**src/rtl/disp_fb_reader_if.sv**
```systemverilog
// Bus bundle for the framebuffer reader: arbiter read channel plus the pixel stream.
// The reader side uses the master modport; memory/arbiter and display side use slave.
interface disp_fb_reader_if #(
    parameter int AN = 24,
    parameter int DN = 16
);
    logic          arb_req;
    logic          arb_ack;
    logic [AN-1:0] arb_addr;
    logic          arb_wr;
    logic [DN-1:0] arb_rdata;
    logic          arb_rvalid;
    logic [DN-1:0] pix_data;
    logic          pix_valid;
    logic          pix_ready;
    logic          pix_sof;
    logic          pix_eol;

    modport master (
        output arb_req, arb_addr, arb_wr, pix_data, pix_valid, pix_sof, pix_eol,
        input  arb_ack, arb_rdata, arb_rvalid, pix_ready
    );

    modport slave (
        input  arb_req, arb_addr, arb_wr, pix_data, pix_valid, pix_sof, pix_eol,
        output arb_ack, arb_rdata, arb_rvalid, pix_ready
    );
endinterface

```
**src/rtl/disp_fb_reader.sv**
```systemverilog
// Framebuffer scan-out reader. Issues raster-order reads of one W x H frame from the
// selected buffer, collects returned data in a first-word-fall-through FIFO and streams
// it downstream with sof/eol markers. Outstanding reads plus FIFO occupancy never exceed
// DEPTH, so returned data always has a free FIFO slot.
module disp_fb_reader #(
    parameter int            AN    = 24,
    parameter int            DN    = 16,
    parameter logic [AN-1:0] BASE  = '0,
    parameter logic [AN-1:0] SWAP  = AN'('h40000),
    parameter int            W     = 480,
    parameter int            H     = 272,
    parameter int            DEPTH = 16
) (
    input  logic                   clkSYS,
    input  logic                   reset,
    input  logic                   start,
    input  logic                   stat,
    output logic                   done,
    output logic                   busy,
    output logic                   err,
    disp_fb_reader_if.master       bus
);
    localparam int        PW      = $clog2(DEPTH);
    localparam int        CW      = PW + 1;
    localparam logic [9:0] X_LAST = 10'(W - 1);
    localparam logic [8:0] Y_LAST = 9'(H - 1);

    typedef enum logic [1:0] {S_IDLE, S_FETCH, S_DRAIN} state_t;

    state_t        state_q, state_d;
    logic          fetch_en;
    logic          req_q, req_d;
    logic [9:0]    rx_q;
    logic [8:0]    ry_q;
    logic [9:0]    ox_q;
    logic [8:0]    oy_q;
    logic [CW-1:0] inflight_q, inflight_d;
    logic [CW-1:0] count_q, count_d;
    logic [PW-1:0] wptr_q, rptr_q;
    logic [AN-1:0] base_q;
    logic [AN-1:0] lin;
    logic [DN-1:0] mem [DEPTH];
    logic          err_q, done_q;

    logic start_ok, ack_fire, req_last, stray, push, pop, pix_last, last_acc, credit_ok;

    assign start_ok = start & (state_q == S_IDLE);
    assign ack_fire = req_q & bus.arb_ack;
    assign req_last = (rx_q == X_LAST) & (ry_q == Y_LAST);
    assign stray    = bus.arb_rvalid & (inflight_q == '0);
    assign push     = bus.arb_rvalid & ~stray;
    assign pop      = bus.pix_valid & bus.pix_ready;
    assign pix_last = (ox_q == X_LAST) & (oy_q == Y_LAST);
    assign last_acc = pop & pix_last;

    assign inflight_d = inflight_q + CW'(ack_fire) - CW'(push);
    assign count_d    = count_q + CW'(push) - CW'(pop);
    assign credit_ok  = ({1'b0, inflight_d} + {1'b0, count_d}) < (CW + 1)'(DEPTH);

    assign lin          = AN'(ry_q) * AN'(W) + AN'(rx_q);
    assign bus.arb_addr = base_q | lin;
    assign bus.arb_req  = req_q;
    assign bus.arb_wr   = 1'b0;
    assign bus.pix_valid = (count_q != '0);
    assign bus.pix_data  = mem[rptr_q];
    assign bus.pix_sof   = bus.pix_valid & (ox_q == '0) & (oy_q == '0);
    assign bus.pix_eol   = bus.pix_valid & (ox_q == X_LAST);
    assign err  = err_q;
    assign done = done_q;

    // State register
    always_ff @(posedge clkSYS) begin
        if (reset) state_q <= S_IDLE;
        else       state_q <= state_d;
    end

    // Next-state: Idle -> Fetch on start, Fetch -> Drain on last ack, Drain -> Idle on last accept
    always_comb begin
        state_d = state_q;
        case (state_q)
            S_IDLE:  if (start_ok)            state_d = S_FETCH;
            S_FETCH: if (ack_fire & req_last) state_d = S_DRAIN;
            S_DRAIN: if (last_acc)            state_d = S_IDLE;
            default:                          state_d = S_IDLE;
        endcase
    end

    // State-decoded outputs
    always_comb begin
        busy     = (state_q != S_IDLE);
        fetch_en = (state_q == S_FETCH);
    end

    // Next request: hold until acked, re-issue back-to-back while the credit allows
    always_comb begin
        req_d = 1'b0;
        if (state_q == S_IDLE)
            req_d = start_ok;
        else if (fetch_en) begin
            if (ack_fire & req_last)   req_d = 1'b0;
            else if (req_q & ~ack_fire) req_d = 1'b1;
            else                        req_d = credit_ok;
        end
    end

    // Control: request/output coordinates, credit counters, FIFO pointers, err and done
    always_ff @(posedge clkSYS) begin
        if (reset) begin
            req_q      <= 1'b0;
            rx_q       <= '0;
            ry_q       <= '0;
            ox_q       <= '0;
            oy_q       <= '0;
            inflight_q <= '0;
            count_q    <= '0;
            wptr_q     <= '0;
            rptr_q     <= '0;
            err_q      <= 1'b0;
            done_q     <= 1'b0;
        end else begin
            req_q      <= req_d;
            inflight_q <= inflight_d;
            count_q    <= count_d;
            done_q     <= last_acc;
            if (push) wptr_q <= wptr_q + PW'(1);
            if (pop)  rptr_q <= rptr_q + PW'(1);
            if (start_ok) begin
                rx_q  <= '0;
                ry_q  <= '0;
                ox_q  <= '0;
                oy_q  <= '0;
                err_q <= 1'b0;
            end else begin
                if (stray) err_q <= 1'b1;
                if (ack_fire) begin
                    if (rx_q == X_LAST) begin
                        rx_q <= '0;
                        ry_q <= (ry_q == Y_LAST) ? '0 : ry_q + 9'd1;
                    end else begin
                        rx_q <= rx_q + 10'd1;
                    end
                end
                if (pop) begin
                    if (ox_q == X_LAST) begin
                        ox_q <= '0;
                        oy_q <= (oy_q == Y_LAST) ? '0 : oy_q + 9'd1;
                    end else begin
                        ox_q <= ox_q + 10'd1;
                    end
                end
            end
        end
    end

    // Data: buffer base latched on start, returned pixels written into the FIFO
    always_ff @(posedge clkSYS) begin
        if (start_ok) base_q <= stat ? SWAP : BASE;
        if (push)     mem[wptr_q] <= bus.arb_rdata;
    end
endmodule
```
**src/flat_wrapper.sv**
```systemverilog
// flat-port wrapper written by rule: the top's interface ports become plain ports
module disp_fb_reader_flat 
#(
    parameter int            AN    = 24,
    parameter int            DN    = 16,
    parameter logic [AN-1:0] BASE  = '0,
    parameter logic [AN-1:0] SWAP  = AN'('h40000),
    parameter int            W     = 480,
    parameter int            H     = 272,
    parameter int            DEPTH = 16
)
  (clkSYS, reset, start, stat, done, busy, err, bus_arb_req, bus_arb_addr, bus_arb_wr, bus_pix_data, bus_pix_valid, bus_pix_sof, bus_pix_eol, bus_arb_ack, bus_arb_rdata, bus_arb_rvalid, bus_pix_ready);
  disp_fb_reader_if #(.AN(AN), .DN(DN)) bus_i ();
  input  logic clkSYS;
  input  logic reset;
  input  logic start;
  input  logic stat;
  output logic done;
  output logic busy;
  output logic err;
  output wire logic [$bits(bus_i.arb_req)-1:0] bus_arb_req;
  output wire logic [$bits(bus_i.arb_addr)-1:0] bus_arb_addr;
  output wire logic [$bits(bus_i.arb_wr)-1:0] bus_arb_wr;
  output wire logic [$bits(bus_i.pix_data)-1:0] bus_pix_data;
  output wire logic [$bits(bus_i.pix_valid)-1:0] bus_pix_valid;
  output wire logic [$bits(bus_i.pix_sof)-1:0] bus_pix_sof;
  output wire logic [$bits(bus_i.pix_eol)-1:0] bus_pix_eol;
  input wire logic [$bits(bus_i.arb_ack)-1:0] bus_arb_ack;
  input wire logic [$bits(bus_i.arb_rdata)-1:0] bus_arb_rdata;
  input wire logic [$bits(bus_i.arb_rvalid)-1:0] bus_arb_rvalid;
  input wire logic [$bits(bus_i.pix_ready)-1:0] bus_pix_ready;
  assign bus_arb_req = bus_i.arb_req;
  assign bus_arb_addr = bus_i.arb_addr;
  assign bus_arb_wr = bus_i.arb_wr;
  assign bus_pix_data = bus_i.pix_data;
  assign bus_pix_valid = bus_i.pix_valid;
  assign bus_pix_sof = bus_i.pix_sof;
  assign bus_pix_eol = bus_i.pix_eol;
  assign bus_i.arb_ack = bus_arb_ack;
  assign bus_i.arb_rdata = bus_arb_rdata;
  assign bus_i.arb_rvalid = bus_arb_rvalid;
  assign bus_i.pix_ready = bus_pix_ready;
  disp_fb_reader #(.AN(AN), .DN(DN), .BASE(BASE), .SWAP(SWAP), .W(W), .H(H), .DEPTH(DEPTH)) u_core (.clkSYS(clkSYS), .reset(reset), .start(start), .stat(stat), .done(done), .busy(busy), .err(err), .bus(bus_i));
endmodule
```
**config.mk**
```make
export PLATFORM = sky130hd
export DESIGN_NAME = disp_fb_reader_flat
export DESIGN_NICKNAME = d
export VERILOG_FILES = /design/src/rtl/disp_fb_reader_if.sv /design/src/rtl/disp_fb_reader.sv /design/src/flat_wrapper.sv
export SDC_FILE = /design/constraint.sdc
export NUM_CORES = 1
export LEC_CHECK = 0
export ABC_AREA = 1
export CAP_MARGIN = 0
export CORE_MARGIN = 1.5
export CORE_UTILIZATION = 55
export CTS_CLUSTER_SIZE = 14
export DETAILED_ROUTE_END_ITERATION = 8
export GPL_TIMING_DRIVEN = 0
export PLACE_DENSITY = 0.79
export SYNTH_ARGS = -nofsm -noshare
export SYNTH_HDL_FRONTEND = slang
export SYNTH_SLANG_ARGS = --single-unit
```
**constraint.sdc**
```tcl
create_clock -name clkSYS -period 4.8 [get_ports clkSYS]
set_input_delay 0.72 -clock clkSYS [delete_from_list [all_inputs] [get_ports clkSYS]]
set_output_delay 0.72 -clock clkSYS [all_outputs]
set_load 0.1 [all_outputs]
```
### Yosys cells after proc, flatten, opt, wreduce, memory -nomap -nowiden

Memory sizes are Yosys's and may differ from the RTL's. A register that Yosys moved wholly into a read port is not among the register bits.
Index checks and enable logic that the tools add are counted.

| operators by class | value |
|---|---|
| add/sub/neg operators | 12 |
| $mul | 1 |
| $lt $le $gt $ge | 1 |
| equal/unequal tests | 9 |
| mux-type cells | 17 |
| bitwise gates (word level) | 16 |
| reduce and logical (&&, ||, !) cells | 10 |

Operator list:

| operator | count |
|---|---|
| $or A24 B24 Y24 | 1 |
| $add A10 B1 Y10 const B | 2 |
| $eq A10 B9 Y1 const B | 2 |
| $mux W10 | 2 |
| $add A18 B10 Y19 | 1 |
| $mux W19 | 1 |
| $add A9 B1 Y9 const B | 2 |
| $eq A9 B9 Y1 const B | 2 |
| $mux W9 | 2 |
| $and A1 B1 Y1 | 13 |
| $mul A9 B4 Y13 const B | 1 |
| $add A5 B1 Y5 | 2 |
| $logic_not A10 Y1 | 1 |
| $sub A5 B1 Y5 | 2 |
| $logic_not A9 Y1 | 1 |
| $add A4 B1 Y4 const B | 2 |
| $mux W4 | 2 |
| $add A5 B5 Y6 | 1 |
| $lt A6 B5 Y1 const B | 1 |
| $mux W1 | 6 |
| $mux W2 | 3 |
| $pmux W2 S3 | 1 |
| $logic_not A5 Y1 | 1 |
| $reduce_bool A5 Y1 | 1 |
| other kinds (10) | 13 |

| storage, ports and cells | value |
|---|---|
| register bits | 85 |
| RAM bits | 256 |
| input bits | 23 |
| output and inout port bits | 48 |
| memories | 1 |

Memories:

| memory | words | bits a word | rd ports | clocked after memory_dff | wr ports | line | text |
|---|---|---|---|---|---|---|---|
| u_core.mem | 16 | 16 | 1 | 1 | 1 | disp_fb_reader.sv:42 | `logic [DN-1:0] mem [DEPTH];` |

### Longest topological paths before layout

| depth | value |
|---|---|
| depth in word-level cells | 12 |
| depth in mapped cells | 22 |

### Worst setup path after synthesis

OpenSTA, ideal clock, no wires.

| timing | value |
|---|---|
| path type | register to output |
| from | reg u_core.ry_q[2] |
| to | out bus_arb_addr[14] |
| arrival time | 4.494 ns |
| data required time | 4.080 ns |
| setup slack | -0.414 ns |
| stages on the path, launching flop included | 15 |
| buffers on the path | 0 |
| cell sequence | dfxtp_1 > inv_1 > fa_1 > fa_1 > inv_1 > ha_1 > xnor2_1 > ha_1 > nand2_1 > inv_1 > nand4_1 > nand3_1 > and3_1 > nand3_2 > xnor2_1 |

| on the way | value |
|---|---|
| cells in the longest elaborated chain, start to end | 3 |

RTL lines:

| element | line | text |
|---|---|---|
| from (decl) | disp_fb_reader.sv:34 | `logic [8:0] ry_q;` |
| from (signal assigned) | disp_fb_reader.sv:138 | `ry_q <= (ry_q == Y_LAST) ? '0 : ry_q + 9'd1;` |
| $mul A9 B4 Y13 | disp_fb_reader.sv:60 | `assign lin = AN'(ry_q) * AN'(W) + AN'(rx_q);` |
| $add A18 B10 Y19 | disp_fb_reader.sv:60 |  |
| $or A24 B24 Y24 | disp_fb_reader.sv:61 | `assign bus.arb_addr = base_q \| lin;` |
| to (decl) | flat_wrapper.sv:22 | `output wire logic [$bits(bus_i.arb_addr)-1:0] bus_arb_addr;` |

No other way between the ends.

### Worst setup path in the final report

| timing | value |
|---|---|
| from | reg u_core.ry_q[0] |
| to | out bus_arb_addr[16] |

The elaborated chain is that of the path after synthesis.

==> run metrics <==
Post-CTS Hold Fix Bufs=0; die span in y=168.8 µm; drt via density=5.787; CTS tree=done; Peak supply drop=0.4141 mV; TritonRoute pass-1 iters=6; # H-tree levels=1; Antenna Nets Post-Route=0; Initial Utilization=0.5611; CTS Buf Count=31; hpwl dp=24810 µm; setup violators final=0; Vias=10631; fillers=1959; Syn Area/Cell=11.23 µm²; Rows=60; Cells after Synth=1346; largest area contributor in the netlist=edfxtp_1; post-place setup slack=-0.5928 ns; top-count cell post-synth=edfxtp_1; number of global-route vias before repair=10532; fin util=0.6576; Worst EP arrival=4.04 ns; worst-margin pin slew=1.010 ns; Starting DRT DRC Count=1090; layout cell share with drive strength beyond 1=0.1303; GR Util All Layers=0.2610; Die Footprint=28500 µm²; Placer Congestion=0.8550; Netlist cell types=46; clk_lat worst skew=0.58 ns; top_reg_cell synth=edfxtp_1; global-route wire length before repair=56750 µm; setup TNS=0 ns; gr ovfl total=0; Synth area leaders=edfxtp_1, dfxtp_1, inv_1; HP Class=flop to flop; YS warnings=0; largest net degree at the start of global routing=17; Period minus WS final=4.764 ns; Seq cells post-synth=322; Avg WL per Cell=20.00 µm; Max Freq=209.9 MHz; count of boundary I/O pins=71; Worst-path clk slew=0.06 ns; Setup Crit Path Kind=flop to output pin; setup ws final=0.03630 ns; clock sinks=322; initial antenna violation count=0; RSZ-0062 raised after global routing=true; pwr dens=465.7 nW/µm²; core area=26950 µm²; status=finished clean; top cell type's share of synthesized area=0.5103; worst-path maximum fanout=4; Hold WS=0.4740 ns; Syn Std Cell Area=15120 µm²; fin crit share=0.9924; Post-synth top cells=edfxtp_1, inv_1, nand2_1; clock root buffer=clkbuf_16; ys async rst share=0; Hold Fails Final Rpt=0; startpoint types=flop; post-synthesis sequential area ratio=0.5964; fin. max-slew vios=0; I/O Buffers=64; leakage=6.715 nW; WL final=36740 µm; Ant. Diodes=0; Worst slew margin=0.3249; Area Growth Syn to Fin=17.20%; CP required=4.08 ns; chip width=168.8 µm; CP endpoint kind=output pin; Post-synth EDFFs=257; Max Buffers Root-to-Sink=3; drc violations=0; fin nets=1570; maxcap violations=0; Clock Skew=0.01456 ns
[worst max-delay path, stage by stage, from the launching register on]
cell and delay [ns]:
dfxtp_4 0.35, fa_1 0.58, inv_2 0.05, fa_1 0.48, fa_2 0.57, inv_2 0.04
ha_4 0.29, nand2_2 0.05, inv_2 0.05, nand4_1 0.09, nand3_2 0.12, and3_4 0.22
nand3_4 0.10, nor2_4 0.15, nand2_2 0.06, nand2_2 0.10, buf_12 0.18
[per-stage QoR]
step	total power, W	area [µm²]	cells
6_report	0.008254	17720	1837
4_1_cts	0.008249	17640	1833
2_1_floorplan	0.005260	15170	1351
3_3_place_gp	0.005920	16240	1756
3_5_place_dp	0.006016	16590	1772
5_1_grt	0.008590	17720	1837
[power by group]
part	switching (W)	internal (W)
Clock	0.00100	0.00126
Combinational	0.00197	0.000803
Sequential	0.0000602	0.00317
Total	0.00303	0.00522
[cells by family after synthesis]
kind of cell    synth area share
fa+ha+maj                0.06934
flops                     0.5964
xor+xnor                 0.01390
other cells            0.0002480
buf+inv                  0.06867
simple gates              0.1060
compound gates            0.1031
mux                      0.04236
[final timing paths]
check | start | to | slack, ns | depth (start not counted)
worst max-delay path | u_core.ry_q[0] | bus_arb_addr[16] | 0.04 | 16
worst min-delay path | u_core.err | u_core.err | 0.47 | 2
worst max register to register | u_core.count_q[3] | u_core.bus.arb_req | 1.18 | 22
worst min register to register | u_core.err | u_core.err | 0.47 | 2
[routing by layer]
metal  global-route usage  vias up  wire [µm]
met3              0.05027       94       3385
met2               0.4486      535      17910
met4              0.09161        0       1252
met5                    0        -          0
li1                     -     4925          -
met1               0.3313     5077      14200
[cell type report]
type | count | area [µm²] | share of cell area
Clock inverter | 13 | 98.84 | 0.005577
Inverter | 196 | 735.7 | 0.04151
Clock buffer | 42 | 827.0 | 0.04666
Timing Repair Buffer | 90 | 1039 | 0.05860
Multi-Input combinational cell | 775 | 5264 | 0.2970
Tap cell | 341 | 426.7 | 0.02407
Sequential cell | 322 | 9030 | 0.5095
Buffer | 58 | 302.8 | 0.01708
[cells in the final DEF, fill, tap and decap left out, drive strengths merged, types with 64 or more instances in the layout]
cell | synthesis | final
edfxtp | 257 | 257
o21ai | 92 | 92
clkbuf | 26 | 69
buf | 32 | 68
o211ai | 64 | 64
mux2i | 64 | 64
dfxtp | 65 | 65
nand2 | 141 | 141
a21oi | 97 | 97
inv | 196 | 197
nor2 | 90 | 90
[sequential cells by signal (all words and copies together), names as in the netlist, named ones only]
name and count:
u_core.ox_q 10, u_core.count_q 5, u_core.rptr_q 4, u_core.inflight_q 5, u_core.ry_q 9, u_core.wptr_q 4
u_core.state_q 2, u_core.bus.arb_req 1, u_core.oy_q 9, u_core.rx_q 10, u_core.base_q 1, u_core.mem 256
u_core.done 1, u_core.err 1
[repair_timing]
| item | in CTS | in global routing |
|---|---|---|
| pin swaps | 10 | 14 |
| gates resized for setup | 76 | 34 |
| buffers inserted | 6 | 4 |
| setup endpoints to repair | 11 | 11 |
Note: power is estimated with default switching activity, not from simulation.
